### src/rtl/touch_adc_pkg.sv
// Shared types and constants for the touch-ADC scheduler.
// Holds the FSM state encoding, the default X/Y command bytes and the ADC result width.
package touch_adc_pkg;

    localparam int ADC_W = 12;

    localparam logic [7:0] CMD_X_DEF = 8'h92;
    localparam logic [7:0] CMD_Y_DEF = 8'hD2;

    typedef enum logic [3:0] {
        IDLE,
        DEBOUNCE,
        CONV_X,
        WAIT_X,
        CONV_Y,
        WAIT_Y,
        ACCUM,
        REPORT,
        GAP,
        AUX_CONV,
        AUX_WAIT
    } adcStateT;

endpackage

### src/rtl/touch_pen_debounce.sv
// Pen-down synchronizer and debounce counter; penStable marks the last debounce cycle.
// Latency: 2 cycles through the synchronizer. No backpressure: the FSM owns clear and count enable.
module touch_pen_debounce #(
    parameter int DEBOUNCE_CYC = 20000
) (
    input  logic iCLK,
    input  logic iRST_n,
    input  logic iPENIRQ_n,
    input  logic iClear,
    input  logic iCount,
    output logic penDn,
    output logic penStable
);

    localparam int CNT_W = $clog2(DEBOUNCE_CYC + 1);

    logic             sync1;
    logic             sync2;
    logic [CNT_W-1:0] cnt;

    // Synchronizer resets to "pen up" so nothing is scanned straight out of reset.
    always_ff @(posedge iCLK or negedge iRST_n) begin
        if (!iRST_n) begin
            sync1 <= 1'b1;
            sync2 <= 1'b1;
            cnt   <= '0;
        end else begin
            sync1 <= iPENIRQ_n;
            sync2 <= sync1;
            if (iClear)
                cnt <= '0;
            else if (iCount && penDn && !penStable)
                cnt <= cnt + CNT_W'(1);
        end
    end

    assign penDn     = !sync2;
    assign penStable = penDn && (cnt == CNT_W'(DEBOUNCE_CYC - 1));

endmodule

### src/rtl/touch_adc_scheduler.sv
// Touch-ADC scheduler: debounced pen scan, averaged X/Y reports with IRQ, shared with one aux requester.
// Latency: outputs registered one cycle after the deciding state; ADC_TIMEOUT_EN adds a done watchdog.
// Backpressure: conversions wait on iCONV_DONE; aux is only admitted from IDLE or at the end of GAP.
module touch_adc_scheduler
    import touch_adc_pkg::*;
#(
    parameter int         DEBOUNCE_CYC = 20000,
    parameter int         GAP_CYC      = 50000,
    parameter int         AVG_LOG2     = 2,
    parameter logic [7:0] CMD_X        = CMD_X_DEF,
    parameter logic [7:0] CMD_Y        = CMD_Y_DEF,
    parameter int         TIMEOUT_CYC  = 4096
) (
    input  logic             iCLK,
    input  logic             iRST_n,
    input  logic             iADC_PENIRQ_n,
    output logic             oCONV_START,
    output logic [7:0]       oCONV_CMD,
    input  logic             iCONV_DONE,
    input  logic [ADC_W-1:0] iCONV_DATA,
    input  logic             iAUX_REQ,
    input  logic [7:0]       iAUX_CMD,
    output logic             oAUX_VALID,
    output logic [ADC_W-1:0] oAUX_DATA,
    output logic [ADC_W-1:0] oX_COORD,
    output logic [ADC_W-1:0] oY_COORD,
    output logic             oCOORD_VALID,
    output logic             oTOUCH_IRQ,
    input  logic             iIRQ_ACK,
    output logic             oPEN_UP
`ifdef ADC_TIMEOUT_EN
    ,
    output logic             oTIMEOUT_ERR
`endif
);

    localparam int ACC_W  = ADC_W + AVG_LOG2;
    localparam int PAIR_W = AVG_LOG2 + 1;
    localparam int GAP_W  = $clog2(GAP_CYC + 1);
    localparam logic [PAIR_W-1:0] PAIRS = PAIR_W'(1 << AVG_LOG2);

    if (AVG_LOG2 < 0 || AVG_LOG2 > 4 || TIMEOUT_CYC < 1) begin : gBadParams
        $error("touch_adc_scheduler: AVG_LOG2 must be 0..4 and TIMEOUT_CYC positive");
    end

    adcStateT          state;
    logic [ACC_W-1:0]  accX;
    logic [ACC_W-1:0]  accY;
    logic [PAIR_W-1:0] pairCnt;
    logic [GAP_W-1:0]  gapCnt;
    logic              scanActive;
    logic              penDn;
    logic              penStable;

    touch_pen_debounce #(
        .DEBOUNCE_CYC (DEBOUNCE_CYC)
    ) uDebounce (
        .iCLK      (iCLK),
        .iRST_n    (iRST_n),
        .iPENIRQ_n (iADC_PENIRQ_n),
        .iClear    (state == IDLE),
        .iCount    (state == DEBOUNCE),
        .penDn     (penDn),
        .penStable (penStable)
    );

`ifdef ADC_TIMEOUT_EN
    localparam int WD_W = $clog2(TIMEOUT_CYC + 1);
    logic [WD_W-1:0] wdCnt;
    logic            inWait;
    assign inWait = (state == WAIT_X) || (state == WAIT_Y) || (state == AUX_WAIT);
`endif

    always_ff @(posedge iCLK or negedge iRST_n) begin
        if (!iRST_n) begin
            state        <= IDLE;
            accX         <= '0;
            accY         <= '0;
            pairCnt      <= '0;
            gapCnt       <= '0;
            scanActive   <= 1'b0;
            oCONV_START  <= 1'b0;
            oCONV_CMD    <= 8'h00;
            oAUX_VALID   <= 1'b0;
            oAUX_DATA    <= '0;
            oX_COORD     <= '0;
            oY_COORD     <= '0;
            oCOORD_VALID <= 1'b0;
            oTOUCH_IRQ   <= 1'b0;
            oPEN_UP      <= 1'b0;
`ifdef ADC_TIMEOUT_EN
            wdCnt        <= '0;
            oTIMEOUT_ERR <= 1'b0;
`endif
        end else begin
            oCONV_START  <= 1'b0;
            oAUX_VALID   <= 1'b0;
            oCOORD_VALID <= 1'b0;
            oPEN_UP      <= 1'b0;
            if (iIRQ_ACK)
                oTOUCH_IRQ <= 1'b0;

            case (state)
                // The cycle carrying oAUX_VALID still sees the old request, so it is not re-taken.
                IDLE: begin
                    if (iAUX_REQ && !oAUX_VALID) begin
                        scanActive <= 1'b0;
                        state      <= AUX_CONV;
                    end else if (penDn) begin
                        state <= DEBOUNCE;
                    end
                end
                DEBOUNCE: begin
                    if (!penDn)
                        state <= IDLE;
                    else if (penStable)
                        state <= CONV_X;
                end
                CONV_X: begin
                    oCONV_START <= 1'b1;
                    oCONV_CMD   <= CMD_X;
                    state       <= WAIT_X;
                end
                WAIT_X: begin
                    if (iCONV_DONE) begin
                        accX  <= accX + ACC_W'(iCONV_DATA);
                        state <= CONV_Y;
                    end
                end
                CONV_Y: begin
                    oCONV_START <= 1'b1;
                    oCONV_CMD   <= CMD_Y;
                    state       <= WAIT_Y;
                end
                WAIT_Y: begin
                    if (iCONV_DONE) begin
                        accY  <= accY + ACC_W'(iCONV_DATA);
                        state <= ACCUM;
                    end
                end
                ACCUM: begin
                    pairCnt <= pairCnt + PAIR_W'(1);
                    state   <= (pairCnt + PAIR_W'(1) == PAIRS) ? REPORT : CONV_X;
                end
                REPORT: begin
                    oX_COORD     <= ADC_W'(accX >> AVG_LOG2);
                    oY_COORD     <= ADC_W'(accY >> AVG_LOG2);
                    oCOORD_VALID <= 1'b1;
                    oTOUCH_IRQ   <= 1'b1;
                    accX         <= '0;
                    accY         <= '0;
                    pairCnt      <= '0;
                    gapCnt       <= '0;
                    state        <= GAP;
                end
                GAP: begin
                    if (!penDn) begin
                        oPEN_UP <= 1'b1;
                        state   <= IDLE;
                    end else if (gapCnt == GAP_W'(GAP_CYC - 1)) begin
                        if (iAUX_REQ) begin
                            scanActive <= 1'b1;
                            state      <= AUX_CONV;
                        end else begin
                            state <= CONV_X;
                        end
                    end else begin
                        gapCnt <= gapCnt + GAP_W'(1);
                    end
                end
                AUX_CONV: begin
                    oCONV_START <= 1'b1;
                    oCONV_CMD   <= iAUX_CMD;
                    state       <= AUX_WAIT;
                end
                AUX_WAIT: begin
                    if (iCONV_DONE) begin
                        oAUX_DATA  <= iCONV_DATA;
                        oAUX_VALID <= 1'b1;
                        scanActive <= 1'b0;
                        state      <= scanActive ? CONV_X : IDLE;
                    end
                end
                default: state <= IDLE;
            endcase

`ifdef ADC_TIMEOUT_EN
            oTIMEOUT_ERR <= 1'b0;
            wdCnt        <= inWait ? wdCnt + WD_W'(1) : '0;
            // Abandon the whole scan; a still-raised aux request is picked up again from IDLE.
            if (inWait && !iCONV_DONE && wdCnt == WD_W'(TIMEOUT_CYC - 1)) begin
                accX         <= '0;
                accY         <= '0;
                pairCnt      <= '0;
                scanActive   <= 1'b0;
                wdCnt        <= '0;
                oTIMEOUT_ERR <= 1'b1;
                state        <= IDLE;
            end
`endif
        end
    end

endmodule
### config.mk
export PLATFORM = sky130hd
export DESIGN_NAME = touch_adc_scheduler
export DESIGN_NICKNAME = d
export VERILOG_FILES = /design/src/rtl/touch_adc_pkg.sv /design/src/rtl/touch_pen_debounce.sv /design/src/rtl/touch_adc_scheduler.sv
export SDC_FILE = /design/constraint.sdc
export NUM_CORES = 1
export LEC_CHECK = 0
export CAP_MARGIN = 30
export CORE_ASPECT_RATIO = 0.7
export CORE_MARGIN = 3
export CORE_UTILIZATION = 50
export CTS_BUF_LIST = sky130_fd_sc_hd__clkbuf_8 sky130_fd_sc_hd__clkbuf_16
export DETAILED_ROUTE_END_ITERATION = 10
export HOLD_SLACK_MARGIN = 0.1
export PLACE_DENSITY = 0.83
export SYNTH_ARGS = -nofsm -noshare
export SYNTH_HDL_FRONTEND = slang
export SYNTH_HIERARCHICAL = 1
export SYNTH_SLANG_ARGS = --single-unit
### constraint.sdc
create_clock -name iCLK -period 3.4 [get_ports iCLK]
set_clock_uncertainty 0.1 [all_clocks]
set_input_delay 0.51 -clock iCLK [delete_from_list [all_inputs] [get_ports iCLK]]
set_output_delay 0.51 -clock iCLK [all_outputs]
set_load 0.02 [all_outputs]
==> impl_metrics.py, run 1 <==
metrics = {
    "clock_tree": {
        "cts_setup_buffers": 0,
        "path_clk_slew_ns": 0.05,
        "post_cts_resized": 0,
        "numCtsBuffers": 17,
        "clock_path_buffers": 2,
        "htree_levels": 4,
        "numClockSinks": 118,
        "clk-insertion-delay-late_ns": 0.41,
        "cts_root_buffer": "clkbuf_16",
        "cts_tree": "yes",
    },
    "placed_design": {
        "hpwl_um": 10900,
        "portBuffers": 74,
        "gp_congestion": 0.863,
        "dp_cells": 921,
        "dpl_cell_area_um2": 7320,
    },
    "logic_synthesis": {
        "synth_edf_count": 0,
        "yosys-top-cells-area": "dfrtp_1 45%, nand2_1 9.0%, ha_1 5.5%, o21ai_0 3.7%, nand3_1 3.4%",
        "syn_area_um2": 6390,
        "ys.flop_type": "dfrtp_1",
        "synthesis.nets": 762,
        "yosysSeqAreaShare_pct": 46.3,
        "synth.largest_area_cell": "dfrtp_1",
        "synthCells": 706,
        "post_synth_num_cell_types": 70,
        "netlist.area_leader.share_pct": 45.4,
        "synth-async-reset-ratio_pct": 100,
        "postSynthAreaPerCell_um2": 9.05,
        "ys_warn_count": 6,
        "ys_ff_latch": 118,
    },
    "timing": {
        "min_period_ns": 3.20,
        "finalSetupViolCount": 0,
        "drv_slew": 0,
        "tightest_slew_ns": 0.942,
        "rsz0062_at_grt": "no",
        "timing.final.crit_share_pct": 94.2,
        "tns_ns": 0,
        "fmax_mhz": 312,
        "finalHoldViolCount": 0,
        "slew_headroom_pct": 36.8,
    },
    "cells_and_area": {
        "n_antenna_cell": 0,
        "drive_gt1_share_pct": 8.92,
        "syn_to_final_growth_pct": 24.3,
        "final_net_count": 840,
        "fin_area_um2": 7940,
        "final_cells": 953,
    },
    "detailed_routing": {
        "routed_wl_um": 15700,
        "postRouteAntennaNets": 0,
        "num_vias": 5474,
        "dr.pass1.iters": 5,
        "wire_per_inst_um": 16.5,
        "viasPerCell": 5.74,
        "drc": 0,
        "drt-initial-drc-count": 548,
    },
    "worst_hold_path": {
        "hold_path.class": "flip-flop to flip-flop",
        "hold_path_depth": 0,
    },
    "power": {
        "sw_frac_of_total_pct": 37.6,
        "cellLeakagePower_uw": 0.00365,
        "internal_power_uw": 4320,
        "power.total_uw": 6910,
        "ir_drop_v": 0.000490,
        "p_seq_share_pct": 31.5,
        "p_per_area_nw_per_um2": 870,
        "clkPwrFrac_pct": 27.0,
        "p_sw_uw": 2600,
        "p_comb_share_pct": 41.5,
    },
    "floorplanning": {
        "initial_core_util_pct": 52.8,
        "ioPinCount": 75,
        "die_h_um": 101,
        "dieArea_um2": 14200,
        "core-area_um2": 12100,
        "die_w_um": 141,
        "fp-row-count": 33,
    },
    "setup_path": {
        "cp-start-kind": "flip-flop",
        "cp_data_arrival_time_ns": 3.44,
        "end_kind": "flip-flop",
        "critPathKind": "flip-flop to flip-flop",
        "ff2ff_setup_slack_ns": 0.20,
        "cp_max_fo": 5,
        "rr_worst_depth": 8,
        "cp.required_ns": 3.64,
    },
    "grt": {
        "grt_pass1_wl_um": 26500,
        "track_usage_pct": 23.2,
        "grt_max_degree": 73,
        "overflow": 0,
        "antenna_found_initial": 0,
        "grt_pass1_vias": 5399,
    },
    "status": {
        "run_status": "finished clean",
    },
    "flow_run": {
        "maxCapViolations": 0,
    },
}
timing repair:
item / in CTS / in global routing
endpoints found under the setup margin: 0 / 0
hold buffers: 1 / 0
endpoints found under the hold margin: 44 / 0
cell families (layout without fill, tap and decap cells):
family                     Yosys count  after routing  synth area share, %
AOI/OAI and AO/OA                  140            140                 13.9
xor gates and xnor gates            31             31                 4.25
adders and majority gates           30             30                 6.11
buffers and inverters               52            142                 3.41
DFF                                118            118                 46.3
muxes                                9              9                 1.61
and+or+nand+nor                    326            326                 24.5
synthesized netlist by cell type, types with 6 or more instances:
cell type / count
nand2_1: 153
dfrtp_1: 116
o21ai_0: 47
nand3_1: 43
nor2_1: 42
a21oi_1: 29
ha_1: 28
clkbuf_1: 22
inv_1: 19
xnor2_1: 18
nor3_1: 14
xor2_1: 13
or3_1: 11
a211oi_1: 9
a21o_1: 9
nand2b_1: 9
nor4_1: 9
nor2b_1: 8
o31ai_1: 8
nand4_1: 6
o21a_1: 6
or4_1: 6
routing by layer:
metal	part of all wire (%)	global-route usage, %
met5	0	0
met1	47	33.2
met3	6.6	5.50
met2	44	34.0
met4	2.4	9.53
registers in the layout (all words and copies together), names as in the netlist:
| signal | cells |
|---|---|
| pairCnt | 3 |
| accY | 14 |
| oY_COORD | 12 |
| uDebounce/cnt | 15 |
| oPEN_UP | 1 |
| uDebounce/sync1 | 1 |
| oAUX_DATA | 12 |
| uDebounce/sync2 | 1 |
| oCONV_START | 1 |
| oCOORD_VALID | 1 |
| oCONV_CMD | 8 |
| oTOUCH_IRQ | 1 |
| gapCnt | 16 |
| scanActive | 1 |
| oAUX_VALID | 1 |
| accX | 14 |
| oX_COORD | 12 |
| state | 4 |
final timing paths:
kind,startpoint,end
max,uDebounce/cnt[8],accX[11]
min,uDebounce/sync1,uDebounce/sync2
max reg2reg,uDebounce/cnt[8],accX[11]
min reg2reg,uDebounce/sync1,uDebounce/sync2
max in group asynchronous,iRST_n,oX_COORD[11]
min in group asynchronous,iRST_n,oCONV_CMD[5]
power by group through the flow:
stage	sequential (uW)	clock [uW]	combinational, uW
3_3_place_gp	2160	0	2700
3_5_place_dp	2180	0	2810
5_1_grt	2230	1950	3180
6_report	2180	1870	2870
4_1_cts	2170	1890	2860
2_1_floorplan	2350	0	1630
final cells by class:
class | instances | area (um^2)
Clock buffer | 19 | 453
Clock inverter | 12 | 160
Fill cell | 922 | 4150
Inverter | 20 | 75.1
Multi-Input combinational cell | 536 | 3220
Sequential cell | 118 | 2960
Tap cell | 157 | 196
Timing Repair Buffer | 91 | 881
cells in the final DEF, fill, tap and decap left out, drive strengths merged, types with 9 or more instances in the layout:
cell type      count
ha                28
nor4              11
clkdlybuf4s50     73
clkbuf            19
nor2              42
xnor2             18
a21o               9
dfrtp            116
xor2              13
o21ai             48
nand2            153
or3               11
inv               21
nor3              15
nand2b             9
buf               17
a211oi             9
nand3             43
a21oi             29
critical path, cell delays in order, from the launching register on:
cell	delay [ns]
dfrtp_1	0.41
or4b_4	0.56
nor4_4	0.30
nor2b_1	0.09
a22oi_2	0.19
a21bo_2	0.28
or4_1	0.55
or4_4	0.56
o211ai_2	0.08
stage by stage:
stage	setup slack [ns]	util [%]	hold slack (ns)
finish	0.197	65.7	0.255
global route	0.0937	65.7	0.264
CTS	0.197	65.7	0.255
detailed placement	0.162	60.5	0.247
global placement	0.203	60.5	0.247
floorplan	0.192	-	0.114
Note: power is estimated with default switching activity, not from simulation.
==> run 2: changes to the inputs <==
- SYNTH_HIERARCHICAL: 1 -> unset
==> impl_metrics.py, run 2 <==
metrics = {
    "status": {
        "run_status": "finished clean",
    },
    "setup_path": {
        "crit_chain": "clkdlybuf4s50_1 -> ha_1 -> fa_1 -> a21oi_1 -> o21bai_1 -> or4b_2 -> a41o_1 -> xnor2_1 -> o21ai_0",
        "cp_max_fo": 3,
        "critPathLaunch": "iCONV_DATA[0]",
        "cp.required_ns": 3.63,
        "r2r-end": "state[0]",
        "cp-start-kind": "input port",
        "rr_worst_depth": 6,
        "crit_slowest_cell": "or4b_2",
        "critPathKind": "input port to flip-flop",
        "cp_data_arrival_time_ns": 3.19,
        "r2r-start": "uDebounce.cnt[1]",
        "endpoint": "accY[10]",
        "ff2ff_setup_slack_ns": 0.61,
        "cpPeakStageDelay_ns": 0.63,
        "end_kind": "flip-flop",
    },
    "clock_tree": {
        "numCtsBuffers": 17,
        "cts_root_buffer": "clkbuf_16",
        "clk-insertion-delay-late_ns": 0.41,
        "htree_levels": 4,
        "cts_tree": "yes",
        "cts_setup_buffers": 0,
        "path_clk_slew_ns": 0.05,
        "clock_path_buffers": 2,
        "numClockSinks": 118,
    },
    "detailed_routing": {
        "viasPerCell": 5.94,
        "postRouteAntennaNets": 0,
        "routed_wl_um": 16700,
        "drc": 0,
        "wire_per_inst_um": 17.6,
        "num_vias": 5621,
        "drt-initial-drc-count": 458,
        "dr.pass1.iters": 5,
    },
    "floorplanning": {
        "fp-row-count": 33,
        "core-area_um2": 12100,
        "dieArea_um2": 14100,
        "die_h_um": 100,
        "ioPinCount": 75,
        "initial_core_util_pct": 52.6,
        "die_w_um": 141,
    },
    "placed_design": {
        "portBuffers": 74,
        "dp_cells": 914,
        "gp_congestion": 0.889,
        "hpwl_um": 11800,
        "dpl_cell_area_um2": 7260,
    },
    "timing": {
        "timing.final.crit_share_pct": 87.0,
        "slew_headroom_pct": 53.6,
        "tns_ns": 0,
        "finalHoldViolCount": 0,
        "min_period_ns": 2.96,
        "drv_slew": 0,
        "finalSetupViolCount": 0,
        "tightest_slew_ns": 0.690,
        "fmax_mhz": 338,
        "rsz0062_at_grt": "no",
    },
    "cells_and_area": {
        "top_register": "gapCnt",
        "largest_reg_flops": 16,
        "drive_gt1_share_pct": 7.97,
        "final_cell_mix": "158 x nand2_1, 116 x dfrtp_1, 73 x clkdlybuf4s50_1",
        "final_cells": 947,
        "final_common_cell": "nand2_1",
        "syn_to_final_growth_pct": 24.9,
        "final_net_count": 833,
        "reg.largest.list": "gapCnt: 16 flops, uDebounce.cnt: 15 flops",
        "fin_area_um2": 7920,
        "n_antenna_cell": 0,
    },
    "logic_synthesis": {
        "netlist_top_cells_count": "158 x nand2_1, 116 x dfrtp_1, 59 x nor2_1",
        "yosys-top-cells-area": "dfrtp_1 46%, nand2_1 9.4%, ha_1 5.5%, xor2_1 3.6%, nor2_1 3.5%",
        "yosysSeqAreaShare_pct": 46.6,
        "postSynthAreaPerCell_um2": 9.05,
        "ys.flop_type": "dfrtp_1",
        "synthesis.nets": 757,
        "ys_ff_latch": 118,
        "synth.largest_area_cell": "dfrtp_1",
        "ys_warn_count": 0,
        "netlist.area_leader.share_pct": 45.8,
        "post_synth_num_cell_types": 60,
        "synthCells": 701,
        "syn_area_um2": 6340,
        "synth_edf_count": 0,
        "synth-async-reset-ratio_pct": 100,
        "synth.most_common_cell": "nand2_1",
    },
    "grt": {
        "grt_max_degree": 54,
        "track_usage_pct": 24.5,
        "overflow": 0,
        "grt_pass1_wl_um": 27600,
        "grt_pass1_vias": 5536,
        "antenna_found_initial": 0,
    },
    "power": {
        "cellLeakagePower_uw": 0.00374,
        "p_per_area_nw_per_um2": 846,
        "ir_drop_v": 0.000486,
    },
    "flow_run": {
        "maxCapViolations": 0,
    },
    "worst_hold_path": {
        "hold_path.class": "flip-flop to flip-flop",
    },
}
==> run 2: layout make-up <==
cell class	instances	area (um^2)
inverters	6	22.5
fillers	917	4140
flip-flops and latches	118	2960
repair buffers	90	873
clock inverters	14	210
well taps	157	196
multi-input cells	544	3220
clock buffers	18	439
==> run 2: worst min path at each step <==
| stage | slack [ns] | from | endpoint | depth (start not counted) |
|---|---|---|---|---|
| 4_1_cts | 0.26 | uDebounce.sync1 | uDebounce.sync2 | 0 |
| 2_1_floorplan | 0.11 | iRST_n | accX[0] | 0 |
| 3_5_place_dp | 0.25 | uDebounce.sync1 | uDebounce.sync2 | 0 |
| 5_1_grt | 0.26 | uDebounce.sync1 | uDebounce.sync2 | 0 |
| 6_report | 0.25 | uDebounce.sync1 | uDebounce.sync2 | 0 |
| 3_3_place_gp | 0.25 | uDebounce.sync1 | uDebounce.sync2 | 0 |
==> run 2: routing by layer <==
metal  GRT usage (%)  vias to the layer above  part of all wire (%)
li1                -                     2607                     -
met1            35.0                     2710                    45
met2            35.4                      266                    43
met3            6.71                       38                   9.3
met4            10.1                        0                   2.2
met5               0                        -                     0
==> run 2: where the power goes <==
group          internal, uW  switching, uW  leakage, uW
registers              1790            392      0.00155
clock network          1310            647     0.000311
logic                  1120           1440      0.00187
==> run 2: logic make-up after synthesis <==
family	after synthesis	share of synthesized area, %
buffers and inverters	39	2.57
xor gates and xnor gates	38	5.25
AOI/OAI and AO/OA	118	12.0
adders and majority gates	30	6.16
DFF	118	46.6
and+or+nand+nor	347	25.6
muxes	11	1.85
==> run 2: repair_timing <==
item | 4_1_cts | 5_1_grt
hold buffers | 1 | 0
resized for setup | 0 | 0
hold endpoints to repair | 49 | 0
==> run 2: critical path, delay by kind of cell <==
kind | cells | cell delay, ns
xor gates and xnor gates | 1 | 0.11
buffers and inverters | 1 | 0.46
AOI/OAI and AO/OA | 4 | 0.78
adders and majority gates | 2 | 0.69
and+or+nand+nor | 1 | 0.63
==> run 2: stage by stage <==
stage / hold slack, ns / setup WS, ns / power, uW / utilization, %
floorplan: 0.114 / 0.715 / 3780 / -
global placement: 0.247 / 0.105 / 4560 / 60.2
detailed placement: 0.247 / 0.0869 / 4690 / 60.2
CTS: 0.255 / 0.476 / 6700 / 65.7
global route: 0.256 / 0.336 / 7090 / 65.7
finish: 0.254 / 0.442 / 6700 / 65.7
==> run 3: changes to the inputs <==
- PLACE_DENSITY: 0.83 -> 0.81
- clock period: 3.4 -> 3.1 ns (I/O delays scaled with it)
==> impl_metrics.py, run 3 (same netlist as run 2, synthesis figures left out) <==
metrics = {
    "status": {
        "run_status": "finished clean",
    },
    "timing": {
        "holdWs_ns": 0.256,
        "drv_slew": 0,
        "tns_ns": 0,
        "rsz0062_at_grt": "no",
        "timing.final.crit_share_pct": 93.3,
        "fmax_mhz": 346,
        "finalSetupViolCount": 0,
        "tightest_slew_ns": 0.721,
        "finalHoldViolCount": 0,
        "min_period_ns": 2.89,
        "slew_headroom_pct": 51.9,
    },
    "clock_tree": {
        "htree_levels": 4,
        "cts_tree": "yes",
        "cts_root_buffer": "clkbuf_16",
        "clk-insertion-delay-late_ns": 0.41,
        "numCtsBuffers": 17,
        "clock_path_buffers": 2,
        "numClockSinks": 118,
        "path_clk_slew_ns": 0.05,
    },
    "cells_and_area": {
        "fin_util_pct": 65.6,
        "n_antenna_cell": 0,
        "multiInputGateArea_um2": 3220,
        "final_cell_mix": "158 x nand2_1, 116 x dfrtp_1, 73 x clkdlybuf4s50_1",
        "final_common_cell": "nand2_1",
        "reg.largest.list": "gapCnt: 16 flops, uDebounce.cnt: 15 flops",
        "syn_to_final_growth_pct": 24.8,
        "final_net_count": 843,
        "fill_cells": 927,
        "fin_area_um2": 7910,
        "drive_gt1_share_pct": 8.89,
        "largest_reg_flops": 16,
        "seq_area_um2": 2960,
        "top_register": "gapCnt",
    },
    "detailed_routing": {
        "viasPerCell": 5.80,
        "drt-initial-drc-count": 478,
        "dr.pass1.iters": 5,
        "drc": 0,
        "num_vias": 5541,
        "wire_per_inst_um": 17.8,
        "routed_wl_um": 17000,
        "postRouteAntennaNets": 0,
    },
    "grt": {
        "grt_pass1_vias": 5571,
        "grt_pass1_wl_um": 28100,
        "grt_max_degree": 57,
        "antenna_found_initial": 0,
        "track_usage_pct": 24.8,
        "overflow": 0,
    },
    "setup_path": {
        "r2r-end": "accY[10]",
        "endpoint": "accY[10]",
        "critPathLaunch": "iCONV_DATA[0]",
        "ff2ff_setup_slack_ns": 0.37,
        "cp_max_fo": 2,
        "critPathKind": "input port to flip-flop",
        "cp-start-kind": "input port",
        "cp.required_ns": 3.33,
        "end_kind": "flip-flop",
        "cp_data_arrival_time_ns": 3.12,
        "rr_worst_depth": 8,
        "r2r-start": "accY[0]",
    },
    "placed_design": {
        "hpwl_um": 11900,
        "portBuffers": 74,
        "gp_congestion": 0.929,
        "dpl_cell_area_um2": 7340,
    },
    "worst_hold_path": {
        "hold_path.class": "flip-flop to flip-flop",
        "min-delay-start": "uDebounce.sync1",
    },
    "power": {
        "cellLeakagePower_uw": 0.00376,
        "p_per_area_nw_per_um2": 906,
        "power.total_uw": 7170,
        "ir_drop_v": 0.000510,
    },
    "floorplanning": {
        "initial_core_util_pct": 52.6,
        "fp-row-count": 33,
        "die_h_um": 100,
        "die_w_um": 141,
        "dieArea_um2": 14100,
        "ioPinCount": 75,
        "core-area_um2": 12100,
    },
    "flow_run": {
        "maxCapViolations": 0,
    },
}
[run 3: cell types whose count changed in the layout (fill, tap and decap cells not counted), sizes merged]
| cell | change |
|---|---|
| clkinv | +1 |
| bufinv | -3 |
| clkbuf | +1 |
| inv | +1 |
| buf | +10 |
| clkinvlp | -1 |
[run 3: what timing repair did]
item,CTS,global route
endpoints found under the hold margin,51,0
hold buffers,1,0
endpoints found under the setup margin,0,0
buffers inserted,0,0
gates resized for setup,0,0
[run 3: through the flow]
stage          setup slack (ns)  instances
6_report                  0.209        956
5_1_grt                  0.0547        956
4_1_cts                   0.231        956
3_5_place_dp             -0.165        924
3_3_place_gp             -0.117        924
2_1_floorplan             0.460        701
[run 3: area by class of cell]
type	instances	area share [%]
Sequential cell	118	37.3
Clock inverter	12	1.44
Tap cell	157	2.48
Timing Repair Buffer	100	12.0
Multi-Input combinational cell	544	40.7
Clock buffer	19	5.72
Inverter	6	0.285
[run 3: worst min-delay path by stage]
stage | cells past startpoint | slack (ns) | to
after detailed placement | 0 | 0.25 | uDebounce.sync2
after floorplan | 0 | 0.07 | accX[0]
after global routing | 0 | 0.26 | uDebounce.sync2
final | 0 | 0.26 | uDebounce.sync2
after global placement | 0 | 0.25 | uDebounce.sync2
after CTS | 0 | 0.26 | uDebounce.sync2
[run 3: worst max-delay path, stage by stage]
cell	delay, ns
clkdlybuf4s50_1	0.45
ha_1	0.25
fa_1	0.39
a21oi_1	0.24
o21bai_1	0.13
or4b_2	0.65
a41o_1	0.27
xnor2_1	0.12
o21ai_0	0.15
[run 3: where the power goes]
group          total (uW)  switching [uW]  internal [uW]
sequential           2350             385           1960
combinational        2920            1650           1270
clock                1900             695           1200
[run 3: routing by layer]
| layer | GRT usage [%] | wire (um) | vias to the layer above |
|---|---|---|---|
| met3 | 6.43 | 1440 | 27 |
| li1 | - | - | 2618 |
| met5 | 0 | 0 | - |
| met4 | 7.07 | 217 | 0 |
| met1 | 35.0 | 7850 | 2671 |
| met2 | 38.0 | 7510 | 225 |
